$ cat src/rtl/aes_axis_packer_32to128.sv
// Packs a narrow AXI-Stream into 128-bit blocks, zero-padding the final block.
// Optional handshake statistics are enabled by defining AES_PACKER_STATS_EN.
module aes_axis_packer_32to128 #(
  parameter int S_DATA_WIDTH = 32,
  parameter int STAT_WIDTH   = 32
) (
  input  logic                      clk,
  input  logic                      rst,
  input  logic [S_DATA_WIDTH-1:0]   s_axis_tdata,
  input  logic [S_DATA_WIDTH/8-1:0] s_axis_tkeep,
  input  logic                      s_axis_tvalid,
  input  logic                      s_axis_tlast,
  output logic                      s_axis_tready,
  output logic [127:0]              m_axis_tdata,
  output logic [15:0]               m_axis_tkeep,
  output logic                      m_axis_tvalid,
  output logic                      m_axis_tlast,
  input  logic                      m_axis_tready,
  output logic [STAT_WIDTH-1:0]     stat_blocks,
  output logic [STAT_WIDTH-1:0]     stat_packets
);

  localparam int RATIO = 128 / S_DATA_WIDTH;
  localparam int KW    = S_DATA_WIDTH / 8;
  localparam int CW    = (RATIO > 1) ? $clog2(RATIO) : 1;
  localparam logic [CW-1:0] LAST = CW'(RATIO - 1);

  logic [CW-1:0]  cnt_q;
  logic [127:0]   acc_data_q;
  logic [15:0]    acc_keep_q;
  logic           out_valid_q;
  logic [127:0]   out_data_q;
  logic [15:0]    out_keep_q;
  logic           out_last_q;

  logic [127:0]   ins_data;
  logic [15:0]    ins_keep;
  logic           accept;
  logic           complete;

  // Place the current beat in its slot; slot 0 holds the MSBs.
  always_comb begin
    ins_data = '0;
    ins_keep = '0;
    for (int k = 0; k < RATIO; k++) begin
      if (cnt_q == k[CW-1:0]) begin
        ins_data[127-k*S_DATA_WIDTH -: S_DATA_WIDTH] = s_axis_tdata;
        ins_keep[15-k*KW -: KW] = s_axis_tkeep;
      end
    end
  end

  assign s_axis_tready = !rst && (!out_valid_q || m_axis_tready ||
                         (cnt_q != LAST && !s_axis_tlast));
  assign accept   = s_axis_tvalid && s_axis_tready;
  assign complete = accept && (cnt_q == LAST || s_axis_tlast);

  always_ff @(posedge clk or posedge rst) begin
    if (rst) begin
      cnt_q       <= '0;
      acc_data_q  <= '0;
      acc_keep_q  <= '0;
      out_valid_q <= 1'b0;
      out_data_q  <= '0;
      out_keep_q  <= '0;
      out_last_q  <= 1'b0;
    end else begin
      if (complete) begin
        out_valid_q <= 1'b1;
        out_data_q  <= acc_data_q | ins_data;
        out_keep_q  <= acc_keep_q | ins_keep;
        out_last_q  <= s_axis_tlast;
        cnt_q       <= '0;
        acc_data_q  <= '0;
        acc_keep_q  <= '0;
      end else begin
        if (accept) begin
          cnt_q      <= cnt_q + CW'(1);
          acc_data_q <= acc_data_q | ins_data;
          acc_keep_q <= acc_keep_q | ins_keep;
        end
        if (out_valid_q && m_axis_tready) out_valid_q <= 1'b0;
      end
    end
  end

  assign m_axis_tdata  = out_data_q;
  assign m_axis_tkeep  = out_keep_q;
  assign m_axis_tvalid = out_valid_q;
  assign m_axis_tlast  = out_last_q;

`ifdef AES_PACKER_STATS_EN
  logic [STAT_WIDTH-1:0] stat_blocks_q;
  logic [STAT_WIDTH-1:0] stat_packets_q;

  always_ff @(posedge clk or posedge rst) begin
    if (rst) begin
      stat_blocks_q  <= '0;
      stat_packets_q <= '0;
    end else if (out_valid_q && m_axis_tready) begin
      stat_blocks_q <= stat_blocks_q + STAT_WIDTH'(1);
      if (out_last_q) stat_packets_q <= stat_packets_q + STAT_WIDTH'(1);
    end
  end

  assign stat_blocks  = stat_blocks_q;
  assign stat_packets = stat_packets_q;
`else
  assign stat_blocks  = '0;
  assign stat_packets = '0;
`endif

endmodule

$ cat config.mk
export PLATFORM = sky130hd
export DESIGN_NAME = aes_axis_packer_32to128
export DESIGN_NICKNAME = d
export VERILOG_FILES = /design/src/rtl/aes_axis_packer_32to128.sv
export SDC_FILE = /design/constraint.sdc
export NUM_CORES = 1
export LEC_CHECK = 0
export CAP_MARGIN = 0
export CORE_ASPECT_RATIO = 1.75
export CORE_MARGIN = 4
export CORE_UTILIZATION = 35
export DETAILED_ROUTE_END_ITERATION = 12
export PLACE_DENSITY = 0.65
export SLEW_MARGIN = 20
export SYNTH_ARGS = -nofsm -noshare
export SYNTH_HDL_FRONTEND = slang
export SYNTH_SLANG_ARGS = --single-unit
$ cat constraint.sdc
create_clock -name clk -period 9.05 [get_ports clk]
set_input_delay 0.905 -clock clk [delete_from_list [all_inputs] [get_ports clk]]
set_output_delay 0.905 -clock clk [all_outputs]
set_load 0.05 [all_outputs]
Yosys cells after proc, flatten, opt, wreduce, memory -nomap -nowiden
Index checks and enable logic that the tools add are counted.
{"block": "word_totals", "register_bits": 292, "input_bits": 41, "out_inout_bits": 211, "word_cells": 44}
{"block": "op_classes", "n_reduce_logical": 14, "muxes": 16, "n_bitwise": 2, "addsub": 1, "n_eq_ne": 4}
{"operator": "two-way mux 128 bit", "count": 2}
{"operator": "two-way mux 32 bit", "count": 4}
{"operator": "bitwise OR 128 bit", "count": 1}
{"operator": "two-way mux 16 bit", "count": 2}
{"operator": "two-way mux 4 bit", "count": 4}
{"operator": "bitwise OR 16 bit", "count": 1}
{"operator": "logical AND 1 bit", "count": 5}
{"operator": "== test 2 bit, second input constant", "count": 2}
{"operator": "two-way mux 2 bit", "count": 2}
{"operator": "nonzero test 2 bit", "count": 2}
{"operator": "zero test 1 bit", "count": 3}
{"operator": "logical OR 1 bit", "count": 3}
{"operator": "adder 2 x 1 -> 2 bit, second input constant", "count": 1}
{"operator": "== test 2 x 1 -> 1 bit, second input constant", "count": 1}
{"operator": "zero test 2 bit", "count": 1}
{"operator": "two-way mux 1 bit", "count": 2}
{"operator": "inequality test 2 bit, second input constant", "count": 1}

Logic depth before layout (Yosys ltp)
Gate-level depths: netlist (run 1).
{"block": "depth", "depth_word": 7, "mapped_depth": 7, "mapped_depth_nobuf": 4}

Least setup slack after synthesis (run 1)
Ideal clock, no wire load.
{"block": "synth_path", "path_type": "input port to output port", "from": "in s_axis_tlast", "to": "out s_axis_tready", "path_stages": 5, "setup_slack_ns": 5.908, "arrival_ns": 2.237, "n_path_buf": 2, "required_ns": 8.145, "path_cell_list": "nor2_2 -> buf_4 -> clkbuf_1 -> nor2_1 -> nor2_1"}
{"block": "synth_via", "elab_chain_cells": 4}
{"item": "start, declared", "line_no": "12", "text": "input logic s_axis_tlast,"}
{"item": "zero test 1 bit", "line_no": "54", "text": "(cnt_q != LAST && !s_axis_tlast));"}
{"item": "logical AND 1 bit", "line_no": "54"}
{"item": "logical OR 1 bit", "line_no": "53", "text": "assign s_axis_tready = !rst && (!out_valid_q || m_axis_tready ||"}
{"item": "logical AND 1 bit", "line_no": "53"}
{"item": "end, declared", "line_no": "13", "text": "output logic s_axis_tready,"}
No other way between the ends.

Worst setup path after layout (run 1)
Same ends and word-level chain as after synthesis.

==> reports/summary.txt, run 1 <==
crit start category = primary input
Yosys Warn Count = 0
DR vias/cell = 4.91
clock latency at the later pin of the worst-skew pair = 550 ps
Power Density = 337 mW/mm²
total wire length = 33.1 mm
register area share after synthesis = 54.8%
total global routing track utilization = 15.6%
WL per Instance = 17.4 µm
DIE WIDTH = 156 µm
initial antenna violation count = 1
P_leak = 7.01 nW
unique cell type count in the Yosys netlist = 25
IO Port Bufs = 187
TritonCTS Sinks = 292
post-route ant nets = 0
max_cap viols = 0
hold_buf cts = 0
Hold Startpoint = acc_data_q[11]
Core Region = 0.0376 mm²
Std-Cell Rows = 94
Sequential Area = 0.00731 mm²
area leader, netlist = dfrtp_1
Yosys reg bits = 292
chip height = 266 µm
arrival time at the worst endpoint = 3120 ps
DRC = 0
Max-slew headroom = 25.3%
# Post-CTS Setup Buffers = 0
hold depth = 1
crit share post-route = 44.4%
worst-path cell chain = clkdlybuf4s50_1 -> nor2_4 -> buf_4 -> nor2_1 -> nor2_1 -> clkdlybuf4s50_1
Worst setup EP type = output pin
Crit path required time = 8150 ps
pin count of the biggest net entering global routing = 180
CTS tree = built
full die area = 0.0414 mm²
Setup Total Neg Slack = 0 ps
maximum root-to-sink buffer count = 3
Buf+Inv Stages, Crit Path = 3
Placed Cells = 1847
Detailed Place HPWL = 19.5 mm
Pre-antenna DRT Iters = 4
Syn Std Cell Area = 0.0133 mm²
first-pass GRT wire length = 53.1 mm
worst hold endpoint = acc_data_q[11]
GPL Wtd Cong = 0.770
vias after detailed routing = 9316
total power = 0.00545 W
status = complete, no violations
Setup Skew = 12.5 ps
Reg2Reg Depth = 7
Post-Layout Cell Count = 1898
Mapped Cells = 1268
worst r2r src = cnt_q[0]
Max stage delay on crit path = 820 ps
Setup Viol. Count Final = 0
critical path class = in -> out
min-delay worst type = reg -> reg
Synth top area share = 54.8%
Hold WS = 502 ps
flop-to-flop setup slack = 5690 ps
min Tclk post-route = 4020 ps
delay-heaviest family, CP = buffers and inverters
Fillers = 3592
post_cts resized = 0
Avg Cell Area, Syn = 10.5 µm²
P&R area growth vs syn = 21.1%
GRT overflow = 0
CTS Buf Count = 27
DRT iter0 DRCs = 496
Fmax = 0.249 GHz
unrepaired setup endpoints after global routing = no
Peak VDD IR = 168 µV
area of the multi-input gates = 0.00433 mm²
clk slew on worst S/H paths = 70 ps
crit path max-delay cell type = clkdlybuf4s50_1
largest cells by area after synthesis = dfrtp_1 (55%), mux2i_1 (11%), a21oi_1 (9.5%)
Final Max Slew Viols = 0
Initial Utilization = 35.5%
layout cells sized above 1 = 4.80%
number of global-route vias before repair = 9429
Top Ports = 252
capture point of the worst reg-to-reg path = m_axis_tdata[83]
Slew @ Worst Pin = 1120 ps
htree depth = 1
CTS Root Cell = clkbuf_16
critical path fanouts, max = 58
fin nets = 1441
Hold Violations, Final = 0
-- synthesized netlist by cell type --
master and n:
and3_1 1, nor3b_2 1, mux2i_1 145, nand2b_1 1, inv_1 255, a32o_1 1
a21oi_1 252, conb_1 1, buf_4 67, nand2b_4 1, buf_8 10, a21o_1 1
nor2b_1 37, nand3_1 1, buf_6 6, buf_1 3, clkbuf_1 48, o2111ai_1 108
buf_2 27, o21ai_0 2, nand2_1 1, nor2_1 2, ha_1 4, nor2_2 1
dfrtp_1 292
-- kinds of logic after synthesis --
| kind of cell | share of synthesized area, % |
|---|---|
| AO/OA/AOI/OAI | 16.7 |
| multiplexers | 10.9 |
| other | 0.0281 |
| adder cells (fa/ha/maj) | 0.375 |
| flip-flops | 54.8 |
| AND/OR/NAND/NOR | 2.19 |
| buffers and inverters | 15.0 |
-- where the power goes --
group / switching, W / total, W / internal, W
Sequential: 0.000252 / 0.00195 / 0.00170
Combinational: 0.00154 / 0.00224 / 0.000698
Clock: 0.000509 / 0.00126 / 0.000748
Total: 0.00230 / 0.00545 / 0.00314
-- cell type report --
cell class	count	area share [%]
flip-flops and latches	292	45.2
multi-input cells	623	26.8
repair buffers	197	12.2
inverters	255	5.97
clock buffers	35	4.80
well taps	480	3.72
clock inverters	15	1.31
diodes	1	0.0155
-- sequential cells by signal, indices dropped and copies added (netlist names) --
register	cells
acc_data_q	128
m_axis_tvalid	1
m_axis_tlast	1
cnt_q	2
m_axis_tkeep	16
m_axis_tdata	128
acc_keep_q	16
-- routing by layer --
layer,GRT usage [%],vias up,part of all wire [%]
li1,-,4390,-
met1,19.2,4601,40
met2,27.4,262,52
met3,2.18,63,4.8
met4,6.32,0,3.7
met5,0,-,0
-- worst max-delay path by stage --
stage / depth (start not counted) / slack (ps) / start / endpoint
2_1_floorplan: 1 / 80 / rst / acc_data_q[0]
3_3_place_gp: 6 / 4980 / s_axis_tlast / s_axis_tready
3_5_place_dp: 7 / 4970 / s_axis_tlast / m_axis_tdata[17]
4_1_cts: 6 / 5020 / s_axis_tlast / s_axis_tready
5_1_grt: 6 / 4930 / s_axis_tlast / s_axis_tready
6_report: 6 / 5030 / s_axis_tlast / s_axis_tready
-- metrics by stage --
step                      utilization [%]  setup slack (ps)  cell area [µm²]
after floorplan                         -              82.6            13600
after global placement               40.3              4980            15200
after detailed placement             40.3              4970            15200
after CTS                            42.9              5020            16200
after global routing                 42.9              4930            16200
final                                42.9              5030            16200
-- layout by cell type (no fill, tap or decap), types with 2 or more instances in the layout --
master,netlist,routed
dfrtp_1,292,292
clkbuf_16,0,27
o21ai_0,2,2
mux2i_1,145,145
conb_1,1,64
a21oi_1,252,252
nor2_1,2,2
bufinv_16,0,5
clkinv_4,0,2
buf_12,0,2
ha_4,0,3
nor2b_1,37,36
clkinv_2,0,7
clkbuf_8,0,7
clkdlybuf4s50_1,0,187
o2111ai_1,108,108
buf_4,67,8
inv_1,255,254
Note: power is estimated with default switching activity, not from simulation.
==> run 2: changes to the inputs <==
--- a/config.mk
+++ b/config.mk
@@ -10,7 +10,7 @@
 export CORE_MARGIN = 4
 export CORE_UTILIZATION = 35
 export DETAILED_ROUTE_END_ITERATION = 12
-export PLACE_DENSITY = 0.65
+export PLACE_DENSITY = 0.62
 export SLEW_MARGIN = 20
 export SYNTH_ARGS = -nofsm -noshare
 export SYNTH_HDL_FRONTEND = slang
==> constraint.sdc (replaced) <==
create_clock -name clk -period 3.9 [get_ports clk]
set_input_delay 0.39 -clock clk [delete_from_list [all_inputs] [get_ports clk]]
set_output_delay 0.39 -clock clk [all_outputs]
set_load 0.05 [all_outputs]
==> reports/summary.txt, run 2 (synthesis gave the netlist of run 1 again) <==
Setup Viol. Count Final = 0 (unchanged)
Crit path required time = 3510 ps (-4640 ps)
total power = 0.0124 W (+130%)
Slew @ Worst Pin = 939 ps (-181 ps)
Hold Violations, Final = 0 (unchanged)
fin nets = 1447 (+0.42%)
DRT iter0 DRCs = 455 (-8.3%)
WL per Instance = 16.9 µm (-3.3%)
maximum root-to-sink buffer count = 3 (unchanged)
GPL Wtd Cong = 0.717 (-6.8%)
fin area = 0.0161 mm² (-0.15%)
# Post-CTS Setup Buffers = 0 (unchanged)
total global routing track utilization = 15.2% (-0.38 points)
first-pass GRT wire length = 52.0 mm (-2.0%)
DRC = 0 (unchanged)
Max-slew headroom = 37.4% (+12 points)
CTS tree = built
min-delay worst type = reg -> reg
status = complete, no violations
Comb power frac = 41.9% (+0.7 points)
P&R area growth vs syn = 20.9%
initial antenna violation count = 0 (-1)
number of global-route vias before repair = 9471 (+0.45%)
placed cell area = 0.0152 mm² (+0.39%)
Ant. Diodes = 0 (-1)
Top Ports = 252 (unchanged)
vias after detailed routing = 9315 (-0.011%)
Pre-antenna DRT Iters = 5 (+1)
IO Port Bufs = 187 (unchanged)
post-route ant nets = 0 (unchanged)
max_cap viols = 0 (unchanged)
total wire length = 32.1 mm (-3.0%)
sequential share of power = 36.3% (+0.5 points)
critical path fanouts, max = 9 (-84%)
critical path class = reg -> out
min Tclk post-route = 2890 ps
Fmax = 0.346 GHz
Peak VDD IR = 601 µV (+260%)
Worst setup EP type = output pin
Setup Skew = 10.4 ps (-2.10 ps)
chip height = 266 µm (unchanged)
Worst Setup SP = cnt_q[0]
hold_buf cts = 0 (unchanged)
Initial Utilization = 35.5% (unchanged)
P_leak = 7.00 nW (-0.26%)
Detailed Place HPWL = 19.6 mm (+0.19%)
Post-Layout Cell Count = 1903 (+0.26%)
commonest non-fill, non-tap cells in the layout = dfrtp_1 (292), inv_1 (254), a21oi_1 (252)
Cell Int Power = 0.00708 W (+130%)
pin count of the biggest net entering global routing = 148 (-18%)
Hold Startpoint = acc_data_q[14]
Core Util, Final = 42.9% (-0.063 points)
clock latency at the later pin of the worst-skew pair = 550 ps (about the same)
Hold WS = 498 ps (-4.53 ps)
Power Density = 768 mW/mm² (+130%)
post_cts resized = 0 (unchanged)
full die area = 0.0414 mm² (unchanged)
unrepaired setup endpoints after global routing = no
CTS Root Cell = clkbuf_16
Clock power frac = 21.8% (-1.3 points)
Sw Pwr = 0.00531 W (+130%)
Final Max Slew Viols = 0 (unchanged)
arrival time at the worst endpoint = 2500 ps (-620 ps)
Std-Cell Rows = 94 (unchanged)
GRT overflow = 0 (unchanged)
Placed Cells = 1852 (+0.27%)
htree depth = 1 (unchanged)
TritonCTS Sinks = 292 (unchanged)
DR vias/cell = 4.89 (-0.27%)
crit share post-route = 74.1%
worst r2r src = m_axis_tvalid
crit start category = register
DIE WIDTH = 156 µm (unchanged)
sw frac = 42.9% (+0.57 points)
most common cell after layout, fill and taps aside = dfrtp_1
CTS Buf Count = 28 (+3.7%)
Core Region = 0.0376 mm² (unchanged)
clk slew on worst S/H paths = 60 ps (about the same)
layout cells sized above 1 = 4.85% (+0.050 points)
==> run 2: cell count changes in the layout (fill, tap and decap cells not counted) <==
cell and change:
clkbuf_8 -2, buf_12 +2, clkinvlp_4 +2, diode_2 -1
buf_4 +3, bufinv_16 -4, clkbuf_16 +2, inv_8 -1
inv_6 -1, clkbuf_1 +5
==> run 2: area by class of cell <==
class                      count  area [µm²]
tap                          480         601
clock buffer                  40         817
multi-input combinational    623        4330
clock inverter                11        90.1
timing repair buffer         202        2030
fill                        3610       21500
inverter                     255         961
sequential                   292        7310
==> run 2: worst paths after layout <==
kind,endpoint,slack [ps],cells past startpoint
max in group asynchronous,acc_data_q[12],2590,3
min in group asynchronous,m_axis_tvalid,580,3
worst max-delay path,s_axis_tready,1010,5
worst min register to register,acc_data_q[14],500,1
worst min-delay path,acc_data_q[14],500,1
worst max register to register,cnt_q[0],1590,5
==> run 2: stage by stage <==
step	worst slack, ps	setup TNS, ps
3_5_place_dp	1140	0
5_1_grt	858	0
2_1_floorplan	-365	-106630
3_3_place_gp	1100	0
6_report	1010	0
4_1_cts	963	0
==> run 2: layer usage <==
metal | part of all wire, % | up-vias | track usage [%]
li1 | - | 4395 | -
met1 | 41 | 4618 | 19.2
met2 | 52 | 250 | 26.8
met3 | 4.8 | 52 | 2.13
met4 | 2.7 | 0 | 5.00
met5 | 0 | - | 0
==> run 2: worst max-delay path, cell delays in order (launching register included) <==
cell and delay [ps]:
dfrtp_1 440, ha_2 240, nor2_4 280, nor2_1 90
nor2_1 90, clkdlybuf4s50_1 810
==> run 2: power groups by stage <==
stage,Combinational (W),Sequential (W),Clock [W]
after floorplan,0.00162,0.00640,0
after global placement,0.00519,0.00455,0
after detailed placement,0.00525,0.00456,0
after CTS,0.00527,0.00452,0.00281
after global routing,0.00556,0.00461,0.00293
final,0.00519,0.00450,0.00270
